===== src/rtl/mem_access_stage.sv =====
// Memory-access pipeline stage: issues data-cache requests for loads/stores,
// stalls until the cache completes, and registers the writeback-stage values.
module mem_access_stage #(
    parameter int DATA_WIDTH          = 32,
    parameter int ADDRESS_WIDTH       = 32,
    parameter int REG_FILE_ADDR_WIDTH = 5
) (
    input  logic                           clk,
    input  logic                           rst_n,
    input  logic                           regwritem,
    input  logic [2:0]                     resultsrcm,
    input  logic                           memwritem,
    input  logic [2:0]                     funct3m,
    input  logic [DATA_WIDTH-1:0]          aluresultm,
    input  logic [DATA_WIDTH-1:0]          writedatam,
    input  logic [DATA_WIDTH-1:0]          immextm,
    input  logic [ADDRESS_WIDTH-1:0]       pcplus4m,
    input  logic [ADDRESS_WIDTH-1:0]       pctargetm,
    input  logic [REG_FILE_ADDR_WIDTH-1:0] rdm,
    output logic                           mem_req,
    output logic                           mem_we,
    output logic [ADDRESS_WIDTH-1:0]       mem_addr,
    output logic [DATA_WIDTH-1:0]          mem_wdata,
    output logic [3:0]                     mem_wstrb,
    input  logic                           mem_ready,
    input  logic [DATA_WIDTH-1:0]          mem_rdata,
    output logic                           stallm,
    output logic                           regwritew,
    output logic [2:0]                     resultsrcw,
    output logic [DATA_WIDTH-1:0]          aluresultw,
    output logic [DATA_WIDTH-1:0]          readdataw,
    output logic [REG_FILE_ADDR_WIDTH-1:0] rdw,
    output logic [ADDRESS_WIDTH-1:0]       pcplus4w,
    output logic [DATA_WIDTH-1:0]          immextw,
    output logic [ADDRESS_WIDTH-1:0]       pctargetw,
    output logic                           misalignedw,
    output logic [15:0]                    stall_cnt
);

    typedef enum logic {IDLE, WAIT} state_t;

    state_t state_q, state_d;

    logic                           regwritew_q;
    logic [2:0]                     resultsrcw_q;
    logic [DATA_WIDTH-1:0]          aluresultw_q;
    logic [DATA_WIDTH-1:0]          readdataw_q;
    logic [REG_FILE_ADDR_WIDTH-1:0] rdw_q;
    logic [ADDRESS_WIDTH-1:0]       pcplus4w_q;
    logic [DATA_WIDTH-1:0]          immextw_q;
    logic [ADDRESS_WIDTH-1:0]       pctargetw_q;
    logic                           misalignedw_q;
    logic [15:0]                    stall_cnt_q;

    logic       is_load;
    logic       is_store;
    logic       is_access;
    logic       unsupported;
    logic       misaligned;
    logic       acc_ok;
    logic       stall;
    logic [1:0] off;

    function automatic logic [3:0] store_strobe(input logic [1:0] sz, input logic [1:0] bo);
        logic [3:0] s;
        case (sz)
            2'b00:   s = 4'b0001 << bo;
            2'b01:   s = 4'b0011 << {bo[1], 1'b0};
            default: s = 4'b1111;
        endcase
        return s;
    endfunction

    function automatic logic [DATA_WIDTH-1:0] store_format(input logic [1:0] sz,
                                                           input logic [DATA_WIDTH-1:0] wd);
        logic [DATA_WIDTH-1:0] d;
        case (sz)
            2'b00:   d = {(DATA_WIDTH/8){wd[7:0]}};
            2'b01:   d = {(DATA_WIDTH/16){wd[15:0]}};
            default: d = wd;
        endcase
        return d;
    endfunction

    function automatic logic [DATA_WIDTH-1:0] load_extract(input logic [2:0] f3,
                                                           input logic [1:0] bo,
                                                           input logic [DATA_WIDTH-1:0] rd);
        logic [7:0]            b;
        logic [15:0]           h;
        logic [DATA_WIDTH-1:0] v;
        b = 8'(rd >> {bo, 3'b000});
        h = 16'(rd >> {bo[1], 4'b0000});
        case (f3)
            3'b000:  v = {{(DATA_WIDTH-8){b[7]}}, b};
            3'b001:  v = {{(DATA_WIDTH-16){h[15]}}, h};
            3'b100:  v = {{(DATA_WIDTH-8){1'b0}}, b};
            3'b101:  v = {{(DATA_WIDTH-16){1'b0}}, h};
            default: v = rd;
        endcase
        return v;
    endfunction

    // Access decode and alignment check
    assign off = aluresultm[1:0];

    always_comb begin
        is_load     = (resultsrcm == 3'b001);
        is_store    = memwritem;
        is_access   = is_load | is_store;
        unsupported = (funct3m == 3'b011) | (funct3m == 3'b110) | (funct3m == 3'b111);
        misaligned  = is_access & (unsupported
                                   | ((funct3m[1:0] == 2'b01) & off[0])
                                   | ((funct3m[1:0] == 2'b10) & (off != 2'b00)));
        acc_ok      = is_access & ~misaligned;
    end

    // Request and stall are gated by rst_n so a reset drops them immediately,
    // even mid-transaction. The EX/MEM register is frozen while stalled, so the
    // request fields stay stable for the whole wait.
    assign stall     = acc_ok & ~mem_ready & rst_n;
    assign stallm    = stall;
    assign mem_req   = acc_ok & rst_n;
    assign mem_we    = memwritem;
    assign mem_addr  = {aluresultm[ADDRESS_WIDTH-1:2], 2'b00};
    assign mem_wdata = store_format(funct3m[1:0], writedatam);
    assign mem_wstrb = is_store ? store_strobe(funct3m[1:0], off) : 4'b0000;

    always_comb begin
        state_d = state_q;
        case (state_q)
            IDLE:    if (acc_ok && !mem_ready) state_d = WAIT;
            WAIT:    if (!acc_ok || mem_ready) state_d = IDLE;
            default: state_d = IDLE;
        endcase
    end

    always_ff @(posedge clk or negedge rst_n) begin
        if (!rst_n) begin
            state_q <= IDLE;
        end else begin
            state_q <= state_d;
        end
    end

    // Writeback-stage register
    always_ff @(posedge clk or negedge rst_n) begin
        if (!rst_n) begin
            regwritew_q   <= 1'b0;
            resultsrcw_q  <= 3'b000;
            aluresultw_q  <= '0;
            readdataw_q   <= '0;
            rdw_q         <= '0;
            pcplus4w_q    <= '0;
            immextw_q     <= '0;
            pctargetw_q   <= '0;
            misalignedw_q <= 1'b0;
            stall_cnt_q   <= 16'h0000;
        end else if (stall) begin
            regwritew_q   <= 1'b0;
            resultsrcw_q  <= 3'b000;
            misalignedw_q <= 1'b0;
            if (stall_cnt_q != 16'hFFFF) begin
                stall_cnt_q <= stall_cnt_q + 16'h0001;
            end
        end else begin
            regwritew_q   <= regwritem & ~misaligned;
            resultsrcw_q  <= resultsrcm;
            aluresultw_q  <= aluresultm;
            readdataw_q   <= (is_load & ~misaligned) ? load_extract(funct3m, off, mem_rdata) : '0;
            rdw_q         <= rdm;
            pcplus4w_q    <= pcplus4m;
            immextw_q     <= immextm;
            pctargetw_q   <= pctargetm;
            misalignedw_q <= misaligned;
        end
    end

    assign regwritew   = regwritew_q;
    assign resultsrcw  = resultsrcw_q;
    assign aluresultw  = aluresultw_q;
    assign readdataw   = readdataw_q;
    assign rdw         = rdw_q;
    assign pcplus4w    = pcplus4w_q;
    assign immextw     = immextw_q;
    assign pctargetw   = pctargetw_q;
    assign misalignedw = misalignedw_q;
    assign stall_cnt   = stall_cnt_q;

endmodule


===== config.mk =====
export PLATFORM = sky130hd
export DESIGN_NAME = mem_access_stage
export DESIGN_NICKNAME = d
export VERILOG_FILES = /design/src/rtl/mem_access_stage.sv
export SDC_FILE = /design/constraint.sdc
export NUM_CORES = 1
export LEC_CHECK = 0
export CAP_MARGIN = 20
export CORE_AREA = 8 8 174 176
export CTS_BUF_LIST = sky130_fd_sc_hd__clkbuf_8
export DETAILED_ROUTE_END_ITERATION = 12
export DIE_AREA = 0 0 182 184
export PLACE_DENSITY = 0.66
export SYNTH_ARGS = -nofsm -noshare
export SYNTH_HDL_FRONTEND = slang
export SYNTH_SLANG_ARGS = --single-unit

===== constraint.sdc =====
create_clock -name clk -period 2.3 [get_ports clk]
set_clock_uncertainty 0.1 [all_clocks]
set_input_delay 0.23 -clock clk [delete_from_list [all_inputs] [get_ports clk]]
set_output_delay 0.23 -clock clk [all_outputs]
set_load 0.01 [all_outputs]

Yosys cells after proc, flatten, opt, wreduce, memory -nomap -nowiden
Cells that the tools add are included.
{"block": "op_classes", "n_mux": 8, "shift": 4, "add_sub_neg": 1, "n_reduce_logical": 4, "n_bitwise": 16, "eq_ne": 10}
{"cell": "$pmux 32 s4", "n": 1}
{"cell": "$pmux 32 s2", "n": 1}
{"cell": "$mux 32", "n": 1}
{"cell": "$shr 32x5->16", "n": 1}
{"cell": "$shr 32x5->8", "n": 1}
{"cell": "$add 16x1->16 const B", "n": 1}
{"cell": "$ne 16x16->1 const B", "n": 1}
{"cell": "$eq 3x3->1 const B", "n": 4}
{"cell": "$and 1x1->1", "n": 9}
{"cell": "$pmux 4 s2", "n": 1}
{"cell": "$eq 3x1->1 const B", "n": 2}
{"cell": "$or 1x1->1", "n": 5}
{"cell": "$mux 4", "n": 1}
{"cell": "$shl 1x2->4 const A", "n": 1}
{"cell": "$shl 2x2->4 const A", "n": 1}
{"cell": "$eq 3x2->1 const B", "n": 1}
{"cell": "$logic_not 3->1", "n": 1}
{"cell": "$mux 3", "n": 1}
{"cell": "$eq 2x1->1 const B", "n": 1}
{"cell": "$eq 2x2->1 const B", "n": 1}
{"cell": "$logic_not 2->1", "n": 1}
{"cell": "$mux 1", "n": 2}
{"cell": "$not 1->1", "n": 2}
{"cell": "$reduce_and 2->1", "n": 1}
{"cell": "$reduce_bool 2->1", "n": 1}
{"block": "word_totals", "register_bits": 186, "in_bits": 208, "output_inout_bits": 257}

Logic depth before layout (Yosys ltp)
{"block": "depth", "word_depth": 11, "depth_mapped": 8, "ltp_nobuf": 5}

Worst setup path before layout
No wires, ideal clock.
{"block": "synth_timing", "path_type": "register to register", "startpoint": "reg stall_cnt_q[0], in the netlist stall_cnt[0]", "endpoint": "reg stall_cnt_q[1], in the netlist stall_cnt[1]", "required_time_ps": 2075, "path_stages_with_launch": 7, "synth_period_minus_slack_ps": 1882, "path_slack_ps": 418, "path_buffers": 1, "arrival_time_ps": 1658, "path_cell_list": "dfrtp_1 ha_1 and3_1 buf_2 nor2b_1 a21oi_2 mux2_2"}
{"block": "synth_between", "elab_chain_len": 2}
{"item": "start, declared", "line_no": "53", "rtl": "logic [15:0] stall_cnt_q;"}
{"item": "start signal, assigned", "line_no": "163", "rtl": "stall_cnt_q <= stall_cnt_q + 16'h0001;"}
{"item": "branches (longest 2 deep; another with $add 16x1->16)"}
Several ways; the timed one is not identified.
A chain may end at the register's enable or synchronous reset.

Worst setup path after layout
{"block": "layout_timing", "startpoint": "in funct3m[0]", "endpoint": "out mem_wdata[11]"}
{"block": "layout_between", "elab_chain_len": 2}
{"item": "start, declared", "line_no": "13", "rtl": "input logic [2:0] funct3m,"}
{"item": "$eq 2x1->1 or $logic_not 2->1 (tied branches)", "line_no": "77", "rtl": "case (sz)"}
{"item": "$pmux 32 s2 *", "line_no": "77"}
{"item": "end, declared", "line_no": "23", "rtl": "output logic [DATA_WIDTH-1:0] mem_wdata,"}
Every way passes the cells marked *; elsewhere a longest branch is shown, timed or not.

==> reports/results.tsv <==
metric	value	unit
synthMuxAreaShare	0.0545	
clk_latency	470	ps
routedWlPerCell	18.9	um
clk_pin_slew_worst_paths	130	ps
p_per_area	561	nW/um^2
synthFlopType	dfrtp_1	
syn_area_per_cell	8.92	sq um
yosysSeqAreaShare	0.548	
die_w	182	um
cpLargestDelayFamily	buffers and inverters	
path_cells	dlygate4sd2_1 -> buf_4 -> nor2_1 -> buf_4 -> mux2_2 -> clkdlybuf4s50_1	
place_area	13300	sq um
ys_types	46	
vias	8073	
syn_inst	952	
dieHeight	184	um
cts_buffers	17	
final_area	13800	sq um
fin_util	0.502	
min_period_over_period	0.971	
path_max_fanout	13	
hold_path_class	input pin to register	
num-fill-cells	2556	
worst_path_max_delay_cell	clkdlybuf4s50_1	
clock-root-buffer	clkbuf_8	
pin_count	465	
cpPeakStageDelay	490	ps
peakVddDrop	381	uV
grt_pass1_wl	49.1	mm
firstDrtPassIters	4	
p_leak	6.27	nW
synth-simple-area-share	0.239	
worst-path-buf-inv	4	
crit_top_cell	buf_4	
dp_hpwl	25.6	mm
finalSetupViolCount	0	
synthXorXnorAreaFrac	0.0124	
synth-seq-cells	186	
fmax	0.448	GHz
synth_compound_area_frac	0.0725	
tightest_slew	1060	ps
grt_pass1_vias	8241	
hold_viol	0	
postRouteWirelength	32.9	mm
n_antenna_cell	0	
synthesis.area	8490	sq um
status	completed	
initial_utilization	0.309	
drt-initial-drc-count	456	
fp.coreArea	27500	sq um
grt_use_total	0.188	
htree_levels	4	
rsz0062_at_grt	false	
synthToLayoutAreaGrowth	62.4	%
slew_viol_final	0	
total_power	7.74	mW
grt-ovfl-total	0	
drtAntennaViolNets	0	
drive_gt1_frac	0.0775	
vias_per_cell	4.64	
synth_async_sr_flop_share	1.00	
arrival	1900	ps
antenna_found_initial	0	
yosysWarnings	0	
slew_headroom	0.290	
synth-edff-count	0	
synth_top_family_by_area	simple AND/OR/NAND/NOR gates	
port_buffers	462	
cts.sinks	186	
start_kind	input pin	
dieArea	33500	sq um
cts_tree	yes	
rows	61	
cp.required	1970	ps
cts_buffer_depth	2	
fin_nets	1589	
synthAdderAreaFrac	0.00147	
cap_viol_max_count	0	
fin_tns_setup	0	ps
grt_max_degree	138	
route.detailed.drc	0	
gp_congestion	0.805	
min_period	2230	ps
end_kind	primary output	
worstSetupPathType	input pin to primary output	
repair_timing:
item                       CTS  global route
resized for setup            8             1
hold buffers                 1             0
setup endpoints to repair   20             1
hold endpoints to repair   186             0
buffers inserted             0             0
flip-flops by register name (all words and copies together) (netlist names):
signal       count
pctargetw       32
aluresultw      32
misalignedw      1
rdw              5
regwritew        1
stall_cnt       16
readdataw       32
immextw         32
resultsrcw       3
pcplus4w        32
cell usage in the layout, fill, tap and decap left out, types with 2 or more instances in the layout:
cell type / n
clkdlybuf4s50_1: 453
nand2_1: 450
dfrtp_1: 186
buf_4: 34
o21ai_0: 32
a21oi_1: 29
mux2i_1: 26
clkbuf_8: 19
mux2_2: 17
nor2_1: 17
xnor2_1: 10
o21ai_2: 10
a22oi_1: 8
nand3_1: 8
nand4_1: 8
dlygate4sd2_1: 8
o31ai_1: 7
and2_1: 5
inv_1: 5
clkinv_8: 5
buf_12: 5
nand2b_1: 4
nor2b_1: 3
inv_6: 3
nor3_1: 3
inv_8: 3
inv_12: 3
nor3b_1: 2
and3_1: 2
and4_1: 2
o211ai_1: 2
xor2_1: 2
conb_1: 2
per-stage QoR:
step	hold slack [ps]	setup WS [ps]	std cells
6_report	177	67.7	1739
5_1_grt	126	7.44	1739
4_1_cts	126	45.8	1739
3_5_place_dp	345	-207	1706
3_3_place_gp	334	-185	1706
2_1_floorplan	-166	418	953
final cells by class:
class                   instances  area (sq um)  area share
well taps                     346           433      0.0314
clock buffers                  18           248      0.0180
inverters                       7          31.3     0.00227
flip-flops and latches        186          4650       0.338
repair buffers                502          4980       0.361
multi-input cells             666          3250       0.236
clock inverters                14           190      0.0138
routing by layer:
layer,track usage,share of wire
met5,0,0
met4,0.0597,0.021
met3,0.0601,0.079
met2,0.331,0.50
met1,0.216,0.40
worst min-delay path, cell delays in order:
cell and delay (ps):
clkdlybuf4s50_1 400, nand2_1 50, nand2_1 40
final timing paths:
kind	startpoint	endpoint	slack, ps	cells after the start
hold / removal	immextm[7]	immextw[7]$_DFFE_PN0N_	180	3
hold reg to reg	pcplus4w[12]$_DFFE_PN0N_	pcplus4w[12]$_DFFE_PN0N_	370	2
setup reg to reg	stall_cnt[0]$_DFFE_PN0P_	stall_cnt[0]$_DFFE_PN0P_	290	6
min in group asynchronous	rst_n	resultsrcw[1]$_DFF_PN0_	400	3
max in group asynchronous	rst_n	pctargetw[5]$_DFFE_PN0N_	1120	3
setup / recovery	funct3m[0]	mem_wdata[11]	70	6
cells in the mapped netlist (3+ instances only):
| library cell | n | area, sq um |
|---|---|---|
| a22oi_1 | 8 | 60.1 |
| nor2b_1 | 3 | 18.8 |
| buf_4 | 44 | 330 |
| a21oi_1 | 29 | 145 |
| inv_1 | 5 | 18.8 |
| xnor2_1 | 10 | 87.6 |
| o21ai_0 | 32 | 160 |
| nor3_1 | 3 | 15.0 |
| and2_1 | 5 | 31.3 |
| buf_2 | 34 | 170 |
| clkbuf_1 | 11 | 41.3 |
| nor3b_1 | 3 | 22.5 |
| nand2b_1 | 4 | 25.0 |
| mux2i_1 | 26 | 260 |
| dfrtp_1 | 186 | 4650 |
| nand2_1 | 450 | 1690 |
| o21ai_2 | 10 | 87.6 |
| mux2_2 | 17 | 191 |
| buf_6 | 3 | 33.8 |
| nand3_1 | 8 | 40.0 |
| o31ai_1 | 7 | 52.6 |
| nand4_1 | 8 | 50.1 |
| nor2_1 | 17 | 63.8 |
kinds of logic (layout without fill, tap and decap cells):
| kind of cell | after synthesis | count (layout) |
|---|---|---|
| adders and majority gates | 1 | 1 |
| AOI/OAI and AO/OA | 98 | 98 |
| DFF | 186 | 186 |
| and+or+nand+nor | 509 | 509 |
| muxes | 44 | 44 |
| buffers and inverters | 101 | 541 |
| other | 1 | 2 |
| xor gates and xnor gates | 12 | 12 |
power breakdown:
part	total (mW)	switching, mW	internal [mW]
combinational	1.75	0.759	0.995
clock	2.38	1.48	0.896
sequential	3.61	0.132	3.47
Note: power is estimated with default switching activity, not from simulation.
